<file path="src/rtl/encdec_pkg.sv">
// Shared types and constants for the EncDec APB job driver: FSM states,
// register offsets, CTRL encodings and the order in which a job is written.
package encdec_pkg;

  typedef enum logic [2:0] {IDLE, SETUP, ACCESS, WAIT_DONE, RESP} state_e;

  typedef enum logic [1:0] {PH_IDLE, PH_SETUP, PH_ACCESS} port_ph_e;

  localparam logic [3:0] CTRL_OFF    = 4'h0;
  localparam logic [3:0] DATA_IN_OFF = 4'h4;
  localparam logic [3:0] CWW_OFF     = 4'h8;
  localparam logic [3:0] NOISE_OFF   = 4'hC;

  localparam logic [1:0] ENC  = 2'b00;
  localparam logic [1:0] DEC  = 2'b01;
  localparam logic [1:0] FULL = 2'b10;

  // Entry 0 is written first; CTRL is last because writing it starts the DUT.
  localparam logic [3:0][3:0] WR_ORDER = {CTRL_OFF, NOISE_OFF, CWW_OFF, DATA_IN_OFF};

  function automatic logic [3:0] wr_offset(input logic [1:0] idx);
    return WR_ORDER[idx];
  endfunction

endpackage

</file>
<file path="src/rtl/encdec_apb_write_port.sv">
// Single-write APB requester: one SETUP cycle, then ACCESS until pready.
// A start in the completing ACCESS cycle chains straight into the next SETUP.
module encdec_apb_write_port
  import encdec_pkg::*;
#(
  parameter int ADDR_WIDTH = 20,
  parameter int DATA_WIDTH = 32
) (
  input  logic                  clk,
  input  logic                  rst,
  input  logic                  start,
  input  logic [ADDR_WIDTH-1:0] addr,
  input  logic [DATA_WIDTH-1:0] data,
  output logic                  done,
  output logic [ADDR_WIDTH-1:0] paddr,
  output logic                  psel,
  output logic                  penable,
  output logic                  pwrite,
  output logic [DATA_WIDTH-1:0] pwdata,
  input  logic                  pready
);

  port_ph_e ph_q, ph_d;

  always_ff @(posedge clk) begin
    if (rst) begin
      ph_q   <= PH_IDLE;
      paddr  <= '0;
      pwdata <= '0;
      pwrite <= 1'b0;
    end else begin
      ph_q   <= ph_d;
      pwrite <= 1'b1;
      if (start) begin
        paddr  <= addr;
        pwdata <= data;
      end
    end
  end

  always_comb begin
    ph_d = ph_q;
    done = 1'b0;
    case (ph_q)
      PH_IDLE:   if (start) ph_d = PH_SETUP;
      PH_SETUP:  ph_d = PH_ACCESS;
      PH_ACCESS: begin
        if (pready) begin
          done = 1'b1;
          ph_d = start ? PH_SETUP : PH_IDLE;
        end
      end
      default:   ph_d = PH_IDLE;
    endcase
  end

  assign psel    = (ph_q != PH_IDLE);
  assign penable = (ph_q == PH_ACCESS);

endmodule

</file>
<file path="src/rtl/encdec_apb_job_driver.sv">
// Job-level sequencer: writes DATA_IN, CODEWORD_WIDTH, NOISE, CTRL over APB,
// waits (bounded) for operation_done and hands back the captured result.
//
// state     | meaning
// ----------+--------------------------------------------------------------
// IDLE      | ready for a job; accept latches it and launches the first write
// SETUP     | APB setup phase of write idx_q
// ACCESS    | APB access phase of write idx_q, waiting for pready
// WAIT_DONE | CTRL written, timer running until operation_done or timeout
// RESP      | result held on res_* until res_ready
module encdec_apb_job_driver
  import encdec_pkg::*;
#(
  parameter int DATA_WIDTH      = 32,
  parameter int AMBA_ADDR_WIDTH = 20,
  parameter int AMBA_WORD       = 32,
  parameter int TIMEOUT_CYCLES  = 1024
) (
  input  logic                       clk,
  input  logic                       rst,
  input  logic                       job_valid,
  output logic                       job_ready,
  input  logic [1:0]                 job_ctrl,
  input  logic [AMBA_WORD-1:0]       job_data_in,
  input  logic [1:0]                 job_width,
  input  logic [AMBA_WORD-1:0]       job_noise,
  output logic [AMBA_ADDR_WIDTH-1:0] paddr,
  output logic                       psel,
  output logic                       penable,
  output logic                       pwrite,
  output logic [AMBA_WORD-1:0]       pwdata,
  input  logic                       pready,
  input  logic                       operation_done,
  input  logic [DATA_WIDTH-1:0]      data_out,
  input  logic [1:0]                 num_of_errors,
  output logic                       res_valid,
  input  logic                       res_ready,
  output logic [DATA_WIDTH-1:0]      res_data_out,
  output logic [1:0]                 res_num_of_errors,
  output logic                       res_timeout
);

  localparam int TW = $clog2(TIMEOUT_CYCLES);

  state_e               state_q, state_d;
  logic [1:0]           idx_q, idx_d;
  logic [TW-1:0]        tmr_q, tmr_d;
  logic [1:0]           ctrl_q, width_q;
  logic [AMBA_WORD-1:0] data_in_q, noise_q;

  logic                       latch, wr_start, wr_done, cap_done, cap_to;
  logic [1:0]                 sel_idx, src_ctrl, src_width;
  logic [AMBA_WORD-1:0]       src_data_in, src_noise, wr_data;
  logic [AMBA_ADDR_WIDTH-1:0] wr_addr;
  logic [3:0]                 wr_off;

  always_ff @(posedge clk) begin
    if (rst) begin
      state_q   <= IDLE;
      idx_q     <= '0;
      tmr_q     <= '0;
      ctrl_q    <= '0;
      width_q   <= '0;
      data_in_q <= '0;
      noise_q   <= '0;
    end else begin
      state_q <= state_d;
      idx_q   <= idx_d;
      tmr_q   <= tmr_d;
      if (latch) begin
        ctrl_q    <= job_ctrl;
        width_q   <= job_width;
        data_in_q <= job_data_in;
        noise_q   <= job_noise;
      end
    end
  end

  always_ff @(posedge clk) begin
    if (rst) begin
      res_data_out      <= '0;
      res_num_of_errors <= '0;
      res_timeout       <= 1'b0;
    end else if (cap_done) begin
      res_data_out      <= data_out;
      res_num_of_errors <= num_of_errors;
      res_timeout       <= 1'b0;
    end else if (cap_to) begin
      res_data_out      <= '0;
      res_num_of_errors <= '0;
      res_timeout       <= 1'b1;
    end
  end

  always_comb begin
    state_d  = state_q;
    idx_d    = idx_q;
    tmr_d    = tmr_q;
    latch    = 1'b0;
    wr_start = 1'b0;
    cap_done = 1'b0;
    cap_to   = 1'b0;
    case (state_q)
      IDLE: begin
        if (job_valid) begin
          latch    = 1'b1;
          wr_start = 1'b1;
          idx_d    = 2'd0;
          state_d  = SETUP;
        end
      end
      SETUP: state_d = ACCESS;
      ACCESS: begin
        if (wr_done) begin
          if (idx_q != 2'd3) begin
            idx_d    = idx_q + 2'd1;
            wr_start = 1'b1;
            state_d  = SETUP;
          end else if (operation_done) begin
            // DUT may finish in the very cycle the CTRL write completes
            cap_done = 1'b1;
            state_d  = RESP;
          end else begin
            tmr_d   = TW'(TIMEOUT_CYCLES - 1);
            state_d = WAIT_DONE;
          end
        end
      end
      WAIT_DONE: begin
        if (operation_done) begin
          cap_done = 1'b1;
          state_d  = RESP;
        end else if (tmr_q == '0) begin
          cap_to  = 1'b1;
          state_d = RESP;
        end else begin
          tmr_d = tmr_q - TW'(1);
        end
      end
      RESP: if (res_ready) state_d = IDLE;
      default: state_d = IDLE;
    endcase
  end

  // Address/data of the write being launched: the incoming job on accept,
  // otherwise the latched job at the following index.
  always_comb begin
    sel_idx     = (state_q == IDLE) ? 2'd0 : idx_q + 2'd1;
    src_ctrl    = (state_q == IDLE) ? job_ctrl    : ctrl_q;
    src_width   = (state_q == IDLE) ? job_width   : width_q;
    src_data_in = (state_q == IDLE) ? job_data_in : data_in_q;
    src_noise   = (state_q == IDLE) ? job_noise   : noise_q;
    wr_off      = wr_offset(sel_idx);
    wr_addr     = {{(AMBA_ADDR_WIDTH-4){1'b0}}, wr_off};
    case (wr_off)
      CTRL_OFF:    wr_data = {{(AMBA_WORD-2){1'b0}}, src_ctrl};
      DATA_IN_OFF: wr_data = src_data_in;
      CWW_OFF:     wr_data = {{(AMBA_WORD-2){1'b0}}, src_width};
      NOISE_OFF:   wr_data = src_noise;
      default:     wr_data = '0;
    endcase
  end

  encdec_apb_write_port #(
    .ADDR_WIDTH (AMBA_ADDR_WIDTH),
    .DATA_WIDTH (AMBA_WORD)
  ) u_write_port (
    .clk     (clk),
    .rst     (rst),
    .start   (wr_start),
    .addr    (wr_addr),
    .data    (wr_data),
    .done    (wr_done),
    .paddr   (paddr),
    .psel    (psel),
    .penable (penable),
    .pwrite  (pwrite),
    .pwdata  (pwdata),
    .pready  (pready)
  );

  assign job_ready = (state_q == IDLE);
  assign res_valid = (state_q == RESP);

endmodule

</file>
<file path="config.mk">
export PLATFORM = sky130hd
export DESIGN_NAME = encdec_apb_job_driver
export DESIGN_NICKNAME = d
export VERILOG_FILES = /design/src/rtl/encdec_pkg.sv /design/src/rtl/encdec_apb_write_port.sv /design/src/rtl/encdec_apb_job_driver.sv
export SDC_FILE = /design/constraint.sdc
export NUM_CORES = 1
export LEC_CHECK = 0
export CORE_ASPECT_RATIO = 1.2
export CORE_MARGIN = 10
export CORE_UTILIZATION = 44
export CTS_CLUSTER_SIZE = 20
export DETAILED_ROUTE_END_ITERATION = 10
export GPL_ROUTABILITY_DRIVEN = 0
export PLACE_DENSITY = 0.76
export SLEW_MARGIN = 20
export SYNTH_ARGS = -nofsm -noshare
export SYNTH_HDL_FRONTEND = slang
export SYNTH_HIERARCHICAL = 1
export SYNTH_SLANG_ARGS = --single-unit
</file>
<file path="constraint.sdc">
create_clock -name clk -period 2.2 [get_ports clk]
set_clock_uncertainty 0.05 [all_clocks]
set_input_delay 0.55 -clock clk [delete_from_list [all_inputs] [get_ports clk]]
set_output_delay 0.55 -clock clk [all_outputs]
set_load 0.02 [all_outputs]
</file>
==> results.toml <==
[critical_path]
crit_path_top_delay_cell = "dfxtp_1"
endpoint_kind = "output pin"
start_kind = "register"
worst-path-buf-inv = 2
critPathRequiredTime_ps = 1600
critical-path-max-stage-delay_ps = 380
crit_fanout = 13
crit_path_cell_trace = "buf_4 -> and2_1 -> clkdlybuf4s15_1"
cp.arrival_ps = 1500
critPathKind = "register to output pin"
worst_path_dominant_cell_family = "buffers and inverters"

[route]
route.detailed.wl_per_inst_um = 16.9
via_per_inst = 5.12
drt_iter0_drc = 339
drcViolationCount = 0
postRouteWirelength_um = 20900
via_count = 6345
drtAntennaViolNets = 0
dr.pass1.iters = 4

[power]
p_seq_share_pct = 39.8
peakVddDrop_mv = 0.519
internal-power_uw = 6180
comb_power_share_pct = 26.3
powerDensity_nw_per_um2 = 836
clockPowerShare_pct = 33.9
power_switching_uw = 2620
p_sw_share_pct = 29.8
p_leak_uw = 0.00413

[floorplan]
die_y_um = 164
initial_core_util_pct = 44.8
coreArea_um2 = 16900
ios = 200
rows = 52
die_area_um2 = 22900
die_w_um = 140

[clock_tree]
hold_buffers = 0
cts_made_buffers = 17
htreeDepth = 4
clk_latency_ps = 420
cts-root-buf = "clkbuf_16"
cts.sink_count = 173
cts.path.max_buffers = 2
cts_tree = "built"
clk_pin_slew_ps = 70

[sta]
hold_viol = 0
period_share_pct = 95.7
setup_viol = 0
max_freq_mhz = 475
fin_ws_ps = 95.2
final_max_slew_viol_count = 0
holdWs_ps = 402
rsz0062_at_grt = "false"
fin_crit_ps = 2100

[worst_hold_path]
hold_path.class = "register to register"

[global_routing]
grtUsageMet1_pct = 20.5
grt_overflow = 0
grtUsageMet2_pct = 29.8
grt_max_degree = 95
grt_busiest_layer = "met2"
grt_use_total_pct = 17.6
grtUsageMet3_pct = 5.89
grt_pass1_wl_um = 33300
grt_pass1_vias = 6416
antenna_found_initial = 1

[outcome]
outcome = "finished clean"

[synthesis]
ys_types = 52
yosysSeqAreaShare_pct = 45.7
ys_ff_latch = 173
syn_inst = 798
synth.cell_area_um2 = 7580
yosysWarnings = 6
avgSynthCellArea_um2 = 9.50

[layout]
area_growth_pct = 39.0
nNetsFinal = 1124
drive_above_1_share_pct = 15.5
fillerInstances = 1407

[place]
dpl.hpwl_um = 14700
place_ws_ps = -66.4
io_buffers = 199

[flow_run]
maxCapViolCount = 0
## power groups by stage
stage               clock, uW  sequential (uW)  combinational (uW)
detailed placement          0             3570                2310
global route             3180             3530                2520
finish                   2990             3500                2320
floorplan                   0             3680                1380
CTS                      3040             3500                2330
global placement            0             3560                2300
## tightest hold or removal path: cells and delay by family (launching register included)
family             cells  cell delay (ps)
AOI/OAI and AO/OA      1               50
DFF                    1              310
and+or+nand+nor        1               50
## synth_stat cells, drive strengths merged
| cell type | n | share of area, % |
|---|---|---|
| o31ai | 1 | 0.28 |
| and3b | 1 | 0.12 |
| and2 | 5 | 0.41 |
| a22o | 64 | 7.4 |
| a211oi | 5 | 0.66 |
| nor3b | 4 | 0.40 |
| a31oi | 5 | 0.41 |
| inv | 9 | 0.45 |
| or3b | 2 | 0.23 |
| a21oi | 75 | 5.0 |
| or3 | 2 | 0.18 |
| ha | 6 | 0.99 |
| xnor2 | 1 | 0.12 |
| nand2 | 142 | 7.0 |
| a311o | 1 | 0.13 |
| nand2b | 6 | 0.50 |
| or2 | 4 | 0.33 |
| buf | 33 | 3.4 |
| a221oi | 1 | 0.12 |
| nor2 | 63 | 3.1 |
| nor3 | 15 | 1.3 |
| or4 | 2 | 0.25 |
| nand3b | 2 | 0.20 |
| nand4bb | 1 | 0.15 |
| nor2b | 2 | 0.17 |
| nor4b | 2 | 0.31 |
| nor4bb | 1 | 0.13 |
| a21o | 1 | 0.099 |
| a31o | 1 | 0.12 |
| conb | 1 | 0.049 |
| a311oi | 2 | 0.23 |
| o32ai | 3 | 0.35 |
| clkbuf | 28 | 1.4 |
| mux2 | 69 | 10 |
| nand4 | 1 | 0.083 |
| dfxtp | 173 | 46 |
| o21ai | 4 | 0.26 |
| nor4 | 2 | 0.25 |
| a22oi | 4 | 0.40 |
| mux2i | 54 | 7.1 |
## area by class of cell
type	instances	area [um2]	area share, %
Inverter	9	35.0	0.332
Clock buffer	18	429	4.07
Clock inverter	14	148	1.40
Multi-Input combinational cell	572	3810	36.2
Tap cell	216	270	2.56
Sequential cell	173	3460	32.9
Antenna cell	1	2.50	0.0237
Timing Repair Buffer	237	2380	22.6
## state kept, by name, indices dropped and copies added (netlist names), 2 cells and up
signal / flops
ctrl_q: 2
res_num_of_errors: 2
width_q: 2
tmr_q: 10
idx_q: 2
noise_q: 32
res_data_out: 32
state_q: 3
data_in_q: 32
u_write_port/pwdata: 32
u_write_port/ph_q: 2
u_write_port/paddr: 20
## metal layers
layer	up-vias	routed length, um	share of wire [%]
met5	-	0	0
met4	0	298	1.4
met3	15	1300	6.2
met2	144	10400	50
met1	2990	8950	43
li1	3196	-	-
## cells by family after synthesis
group / synth area share, %
fa+ha+maj: 0.991
other cells: 0.0495
xor+xnor: 0.116
flops: 45.7
buf+inv: 5.23
mux: 17.4
compound gates: 15.4
simple gates: 15.1
## final timing paths
| check | startpoint | endpoint | slack (ps) | cells past startpoint |
|---|---|---|---|---|
| min reg2reg | data_in_q[31] | data_in_q[31] | 400 | 2 |
| max reg2reg | tmr_q[0] | res_data_out[13] | 160 | 7 |
| min | data_in_q[31] | data_in_q[31] | 400 | 2 |
| max | state_q[2] | res_valid | 100 | 3 |
## repair_timing
| item | CTS | global route |
|---|---|---|
| gates resized for setup | 4 | 4 |
| setup endpoints to repair | 4 | 8 |
| pin swaps | 1 | 1 |
| endpoints found under the hold margin | 0 | 0 |
| setup buffers | 1 | 1 |
## cell usage in the layout, fill, tap and decap left out, drive strengths merged, types with 5 or more instances in the layout
cell           synthesis  layout
clkdlybuf4s50          0     194
a21oi                 75      75
clkbuf                28      19
and2                   5       5
ha                     6       6
inv                    9      17
conb                   1      18
a31oi                  5       5
a211oi                 5       5
a22o                  64      64
dfxtp                173     173
nand2                142     142
nor2                  63      63
mux2                  69      69
mux2i                 54      54
buf                   33      39
nand2b                 6       6
nor3                  15      15
## stage by stage
stage / area [um2] / util (%) / power, uW / TNS (ps) / instances
floorplan: 7650 / - / 5070 / 0 / 815
global placement: 9950 / 58.8 / 5860 / -2210 / 1205
detailed placement: 9950 / 58.8 / 5890 / -4260 / 1205
CTS: 10500 / 62.2 / 8880 / 0 / 1238
global route: 10500 / 62.3 / 9220 / 0 / 1240
finish: 10500 / 62.3 / 8800 / 0 / 1240
No activity file was read; power rests on OpenSTA's default activity.
